--- config.mk ---
export PLATFORM = sky130hd
export DESIGN_NAME = dlib_fifo
export DESIGN_NICKNAME = d
export VERILOG_FILES = /design/src/rtl/dlib_fifo.sv
export SDC_FILE = /design/constraint.sdc
export NUM_CORES = 1
export LEC_CHECK = 0
export CAP_MARGIN = 10
export CORE_MARGIN = 4
export CORE_UTILIZATION = 50
export DETAILED_ROUTE_END_ITERATION = 16
export GPL_TIMING_DRIVEN = 1
export PLACE_DENSITY = 0.76
export SLEW_MARGIN = 20
export SYNTH_ARGS = -nofsm -noshare
export SYNTH_HDL_FRONTEND = slang
export SYNTH_SLANG_ARGS = --single-unit
--- constraint.sdc ---
create_clock -name clk -period 6.7 [get_ports clk]
set_clock_uncertainty 0.15 [all_clocks]
set_input_delay 1.675 -clock clk [delete_from_list [all_inputs] [get_ports clk]]
set_output_delay 1.675 -clock clk [all_outputs]
set_load 0.03 [all_outputs]
--- src/rtl/dlib_fifo.sv ---
// dlib_fifo: synchronous valid/ready FIFO with show-ahead read.
// The head word is presented on rd_data whenever rd_valid is high; rd_data
// is forced to zero while the FIFO is empty.
// Optional feature macro: DLIB_FIFO_COUNT_EN adds a registered occupancy
// output `count`.
module dlib_fifo #(
  parameter int WIDTH = 32,
  parameter int DEPTH = 4
) (
  input  logic             clk,
  input  logic             rst,
  input  logic             wr_valid,
  output logic             wr_ready,
  input  logic [WIDTH-1:0] wr_data,
  output logic             rd_valid,
  input  logic             rd_ready,
`ifdef DLIB_FIFO_COUNT_EN
  output logic [$clog2(DEPTH):0] count,
`endif
  output logic [WIDTH-1:0] rd_data
);

  localparam int AW = $clog2(DEPTH);
  localparam int PW = AW + 1;

  // Pointers carry one extra wrap bit so full and empty are distinguishable.
  logic [PW-1:0]    wr_ptr_q, wr_ptr_d;
  logic [PW-1:0]    rd_ptr_q, rd_ptr_d;
  logic [WIDTH-1:0] mem_q [DEPTH];

  logic [AW-1:0] wr_idx;
  logic [AW-1:0] rd_idx;
  logic          full;
  logic          empty;
  logic          wr_fire;
  logic          rd_fire;

  assign wr_idx = wr_ptr_q[AW-1:0];
  assign rd_idx = rd_ptr_q[AW-1:0];

  // Status flags and handshakes come only from the registered pointers.
  always_comb begin
    empty    = (wr_ptr_q == rd_ptr_q);
    full     = (wr_idx == rd_idx) && (wr_ptr_q[PW-1] != rd_ptr_q[PW-1]);
    wr_ready = !full;
    rd_valid = !empty;
    wr_fire  = wr_valid && !full && !rst;
    rd_fire  = rd_ready && !empty && !rst;
    rd_data  = empty ? '0 : mem_q[rd_idx];
  end

  // Next-state pointer arithmetic; both roll over modulo 2*DEPTH.
  always_comb begin
    wr_ptr_d = wr_ptr_q;
    rd_ptr_d = rd_ptr_q;
    if (wr_fire) wr_ptr_d = wr_ptr_q + 1'b1;
    if (rd_fire) rd_ptr_d = rd_ptr_q + 1'b1;
  end

  // Pointer registers; reset discards all stored words.
  always_ff @(posedge clk) begin
    if (rst) begin
      wr_ptr_q <= '0;
      rd_ptr_q <= '0;
    end else begin
      wr_ptr_q <= wr_ptr_d;
      rd_ptr_q <= rd_ptr_d;
    end
  end

  // Storage array: one enable per entry, contents are never reset.
  genvar gi;
  generate
    for (gi = 0; gi < DEPTH; gi++) begin : g_entry
      // Capture the write word into the slot addressed by wr_ptr.
      always_ff @(posedge clk) begin
        if (wr_fire && (wr_idx == AW'(gi))) mem_q[gi] <= wr_data;
      end
    end
  endgenerate

`ifdef DLIB_FIFO_COUNT_EN
  logic [PW-1:0] count_q, count_d;

  // Occupancy tracks wr_ptr - rd_ptr, updated on the same edge as the pointers.
  always_comb begin
    count_d = count_q;
    case ({wr_fire, rd_fire})
      2'b10:   count_d = count_q + 1'b1;
      2'b01:   count_d = count_q - 1'b1;
      default: count_d = count_q;
    endcase
  end

  // Occupancy register.
  always_ff @(posedge clk) begin
    if (rst) count_q <= '0;
    else     count_q <= count_d;
  end

  assign count = count_q;
`endif

endmodule

==> reports/metrics.cfg, run 1 <==
[synth]
ys_seq_elements=136
synth_common_cells=edfxtp_1 (128), nor2b_1 (34), mux4_2 (32)
synth-edff-count=128
syn_inst=270
synth_cell_type_count=29
synth.avg_cell_area_um2=20.1
async_reset_ff_share_pct=0
synth_nets=311
synthTopCellsByArea=edfxtp_1 (71%), mux4_2 (13%), nor2b_1 (3.9%)
synth-main-ff-cell=edfxtp_1
yosysTopAreaCellShare_pct=70.7
syn-cell-area_mm2=0.00544
yosysMostFrequentCell=edfxtp_1
ys_warn_count=0
yosysTopAreaCell=edfxtp_1
ys_seq_area_share_pct=73.6

[global_route]
grt_pass1_wl_um=15800
grt_antenna_before_repair=0
grt_overflow=0
track_usage_pct=16.7
grt_max_degree=33
grt_pass1_vias=2996

[timing]
max_freq_mhz=208
worst_pin_slew_ps=915
report.final.slew_viol_count=0
fin_crit_sh_pct=71.6
hold_violations=0
rsz0062_at_grt=no
fin_tns_setup_ps=0
post-route-worst-setup-slack_ps=1900
slew_headroom_pct=39.0
holdWs_ps=415
period_needed_ps=4800
setup_violations=0

[clock_network]
clock_path_buffers=2
numClockSinks=136
insertion_delay_ps=510
cts_tree=built
post_cts_buffers=0
cts-root-buf=clkbuf_8
cts_hold_buf=0
numCtsBuffers=17
path_clk_slew_ps=60
htree_levels=4
cts_resized=0

[power_and_ir_drop]
p_comb_share_pct=39.7
leakage_nw=2.16
vdd.ir_drop.worst_mv=0.225
p_per_area_mw_per_mm2=475
switching_share_pct=34.8
p_sw_w=0.00112
p_seq_share_pct=34.0
power.internal_w=0.00209
power.total_w=0.00321
p_clk_share_pct=26.3

[placed_design]
place_congestion=0.763
portBuffers=69
place_ws_ps=2390
dp_hpwl_um=5790

[route]
drt_iter0_drc=167
vias=2768
post_drt_wl_per_cell_um=20.0
drt-total-wl_um=9900
post-route-drc-count=0
antenna_left=0
viasPerCell=5.59
dr.pass1.iters=4

[floorplanning]
core_mm2=0.0105
die_w_um=112
die_h_um=112
start_util_pct=52.0
die_area_mm2=0.0126
ios=70
rows=37

[setup_path]
cp.depth=5
crit_required_ps=4880
critPathTopFamily=buffers and inverters
path_class=reg2out
slowest_delay_ps=620
rr_worst_depth=3
cp-start-kind=flop
worstPathArrival_ps=2980
crit_buf_inv=2
crit_slowest_cell=nor3_4
cp_cell_sequence=xor2_2, nor3_4, buf_4, nor2b_1, clkdlybuf4s50_1
crit_path_end_kind=output port
crit_fanout=18

[cells_and_area]
n_antenna_cell=0
filler_cell_count=751
drive_above_1_share_pct=19.2
num-nets-final=388
register_area_mm2=0.00401
syn_to_final_growth_pct=24.4
multi_input_area_mm2=0.00133

[min_path]
min_path_cells=2
holdCritPathClass=reg2reg

[status]
status=finished, final reports clean

[job]
max-cap-violations=0

## flip-flops by register name (all words and copies together), names as in the netlist, named ones only
signal	cells
rd_ptr_q	3
mem_q	128
wr_ptr_q	3
## final timing paths
check                   start           end  slack [ps]
hold reg to reg   rd_ptr_q[2]   rd_ptr_q[2]         410
setup reg to reg  wr_ptr_q[1]  mem_q[1][29]        4260
setup / recovery  wr_ptr_q[1]    rd_data[1]        1900
hold / removal    rd_ptr_q[2]   rd_ptr_q[2]         410
## layout make-up
type / count / area share, %
sequential: 136 / 59.3
clock buffer: 20 / 6.29
inverter: 5 / 0.278
clock inverter: 11 / 1.59
tap: 136 / 2.52
timing repair buffer: 71 / 10.4
multi-input combinational: 116 / 19.6
## metal layers
layer	share of wire [%]	track usage, %	vias to the layer above
met3	5.3	5.93	17
met1	43	20.9	1435
met4	1.6	6.33	0
met2	50	27.1	73
met5	0	0	-
li1	-	-	1243
## cell families (layout without fill, tap and decap cells)
kind of cell	count (synthesis)	in the layout	synth area share, %
flip-flops	136	136	73.6
AND/OR/NAND/NOR	59	59	6.77
multiplexers	32	32	13.3
buffers and inverters	18	107	2.14
AO/OA/AOI/OAI	14	14	1.80
XOR/XNOR	6	6	1.24
adder cells (fa/ha/maj)	5	5	1.15
## power by group through the flow
stage | logic, W | clock network, W | registers (W)
floorplan | 0.000889 | 0 | 0.00106
global placement | 0.00129 | 0 | 0.00110
detailed placement | 0.00129 | 0 | 0.00111
CTS | 0.00130 | 0.000860 | 0.00109
global route | 0.00135 | 0.000897 | 0.00110
finish | 0.00127 | 0.000845 | 0.00109
## worst register-to-register path, delay by kind of cell, from the launching register on
family | cells | cell delay, ps
and+or+nand+nor | 2 | 1050
DFF | 1 | 560
xor gates and xnor gates | 1 | 290
## cells in the final DEF, fill, tap and decap left out, types with 3 or more instances in the layout
cell and n:
dfxtp_1 6, nand3_1 6, nand2_1 4, nand4_1 4, clkbuf_16 16, clkinv_2 4, nor2b_1 34, clkbuf_1 3
clkdlybuf4s50_1 69, o21ai_0 4, xnor2_1 3, inv_1 5, edfxtp_1 128, ha_1 5, clkinv_1 3, mux4_2 32
## stage by stage
| stage | instance area, µm² | instances | util, % |
|---|---|---|---|
| global route | 6760 | 495 | 64.6 |
| CTS | 6760 | 495 | 64.6 |
| detailed placement | 6230 | 464 | 59.5 |
| global placement | 6230 | 464 | 59.5 |
| floorplan | 5440 | 270 | - |
| finish | 6760 | 495 | 64.6 |
No activity file was read; power rests on OpenSTA's default activity.
==> inputs of run 2 (changes only) <==
CORE_UTILIZATION = 49   (was 50)
PLACE_DENSITY = 0.78   (was 0.76)
clock period = 4.1 ns   (was 6.7 ns; I/O delays follow)
==> run 2 against run 1 <==
Cell area increased by 1.8%. Non-clock buffer count grew 7. Routed wire length shrank 5.2%. Worst setup slack worse by 1700 ps. Clock-buffer cell count shrank 3. Core utilization decreased by 1.1 points. Combinational power up 69%. Clock power grew 74%. Cell count increased by 2.4%. Global-route usage down 0.90 points. Critical path type unchanged.
==> reports/metrics.cfg, run 2 (synthesized netlist as in run 1, its figures left out) <==
[cells_and_area]
multi_input_area_mm2=0.00133  ; unchanged
largest_register=mem_q  ; unchanged
filler_cell_count=779  ; was 751
largest_registers=mem_q: 128 flops, rd_ptr_q: 3 flops, wr_ptr_q: 3 flops  ; unchanged
drive_above_1_share_pct=22.6  ; was 19.2%
largest_reg_flops=128  ; unchanged
final_cell_mix=edfxtp_1 (128), clkdlybuf4s50_1 (69), nor2b_1 (34)  ; unchanged
final_common_cell=edfxtp_1  ; unchanged
num-nets-final=395  ; was 388
fin_util_pct=63.5  ; was 64.6%
register_area_mm2=0.00401  ; unchanged
syn_to_final_growth_pct=26.6  ; was 24.4%
n_antenna_cell=0  ; unchanged

[timing]
max_freq_mhz=258
worst_pin_slew_ps=691  ; was 915 ps
period_needed_ps=3870
slew_headroom_pct=53.6  ; was 39.0%
report.final.slew_viol_count=0  ; unchanged
fin_crit_sh_pct=94.4
setup_violations=0  ; unchanged
fin_tns_setup_ps=0  ; unchanged
rsz0062_at_grt=no  ; unchanged
hold_violations=0  ; unchanged

[global_route]
track_usage_pct=15.8  ; was 16.7%
grt_pass1_wl_um=15200  ; was 15800 µm
grt_overflow=0  ; unchanged
grt_antenna_before_repair=0  ; unchanged
grt_pass1_vias=2891  ; was 2996
grt_max_degree=33  ; unchanged

[clock_network]
htree_levels=4  ; unchanged
insertion_delay_ps=510  ; about the same
cts_tree=built  ; unchanged
cts_resized=0  ; unchanged
cts-root-buf=clkbuf_8  ; unchanged
numCtsBuffers=17  ; unchanged
path_clk_slew_ps=60  ; about the same
clock_path_buffers=2  ; unchanged
numClockSinks=136  ; unchanged

[power_and_ir_drop]
vdd.ir_drop.worst_mv=0.472  ; was 0.225 mV
p_per_area_mw_per_mm2=777  ; was 475 mW/mm²
leakage_nw=2.23  ; was 2.16 nW

[setup_path]
crit_fanout=18  ; unchanged
path_class=reg2out  ; unchanged
crit_path_end_kind=output port  ; unchanged
cp-start-kind=flop  ; unchanged
crit_required_ps=2920  ; was 4880 ps
worstPathArrival_ps=2700  ; was 2980 ps

[route]
drt_iter0_drc=142  ; was 167
post-route-drc-count=0  ; unchanged
dr.pass1.iters=4  ; unchanged
antenna_left=0  ; unchanged
post_drt_wl_per_cell_um=18.5  ; was 20.0 µm
drt-total-wl_um=9390  ; was 9900 µm
viasPerCell=5.34  ; was 5.59
vias=2709  ; was 2768

[min_path]
holdCritPathClass=reg2reg  ; unchanged

[placed_design]
dp_hpwl_um=5940  ; was 5790 µm
place_congestion=0.757  ; was 0.763
portBuffers=69  ; unchanged

[floorplanning]
ios=70  ; unchanged
rows=38  ; was 37
die_area_mm2=0.0128  ; was 0.0126 mm²
core_mm2=0.0108  ; was 0.0105 mm²
die_w_um=113  ; was 112 µm
start_util_pct=50.2  ; was 52.0%
die_h_um=113  ; was 112 µm

[job]
max-cap-violations=0  ; unchanged

[status]
status=finished, final reports clean  ; unchanged

==> run 2: cell types whose count changed in the layout (fill, tap and decap cells not counted), moves of 3 or more <==
cell	change
buf_4	+6
clkbuf_1	-3
clkinv_1	-3
clkinv_2	-3
inv_6	+7
inv_8	+5
==> run 2: worst paths after layout <==
kind / start / slack, ps / cells after the start / endpoint
min reg2reg: wr_ptr_q[2] / 420 / 2 / wr_ptr_q[2]
min: wr_ptr_q[2] / 420 / 2 / wr_ptr_q[2]
max: wr_ptr_q[0] / 230 / 5 / rd_data[3]
max reg2reg: wr_ptr_q[1] / 1680 / 4 / mem_q[1][6]
==> run 2: final cells by class <==
cell class,instances,area share [%]
Sequential cell,136,58.2
Multi-Input combinational cell,116,19.3
Timing Repair Buffer,78,11.2
Clock buffer,17,6.02
Tap cell,140,2.55
Clock inverter,15,2.45
Inverter,5,0.273
==> run 2: per-layer routing <==
layer,track usage (%),part of all wire [%]
met4,6.25,0.72
met3,4.71,3.5
met1,19.9,43
met2,25.9,52
met5,0,0
==> run 2: what timing repair did <==
item / in CTS / in global routing
buffers inserted: 1 / 0
hold buffers: 0 / 0
endpoints found under the setup margin: 18 / 0
==> run 2: stage by stage <==
| step | area (µm²) | total power [W] | setup slack [ps] | instances | hold WS (ps) |
|---|---|---|---|---|---|
| 6_report | 6880 | 0.00535 | 229 | 507 | 425 |
| 5_1_grt | 6880 | 0.00561 | 75.2 | 507 | 465 |
| 4_1_cts | 6880 | 0.00542 | 179 | 507 | 419 |
| 3_5_place_dp | 6290 | 0.00392 | 500 | 474 | 404 |
| 3_3_place_gp | 6290 | 0.00390 | 522 | 474 | 399 |
| 2_1_floorplan | 5440 | 0.00318 | 1390 | 270 | 371 |
==> run 2: power breakdown <==
part           leakage, nW  total [W]  switching (W)  internal (W)
sequential            1.23    0.00174      0.0000793       0.00166
clock                0.291    0.00147       0.000625      0.000841
combinational        0.713    0.00214        0.00120      0.000942
==> run 2: critical path: stages (launching register included) <==
cell	delay, ps
dfxtp_1	470
xor2_1	490
nor3_4	110
buf_4	230
nor2b_1	180
clkdlybuf4s50_1	700
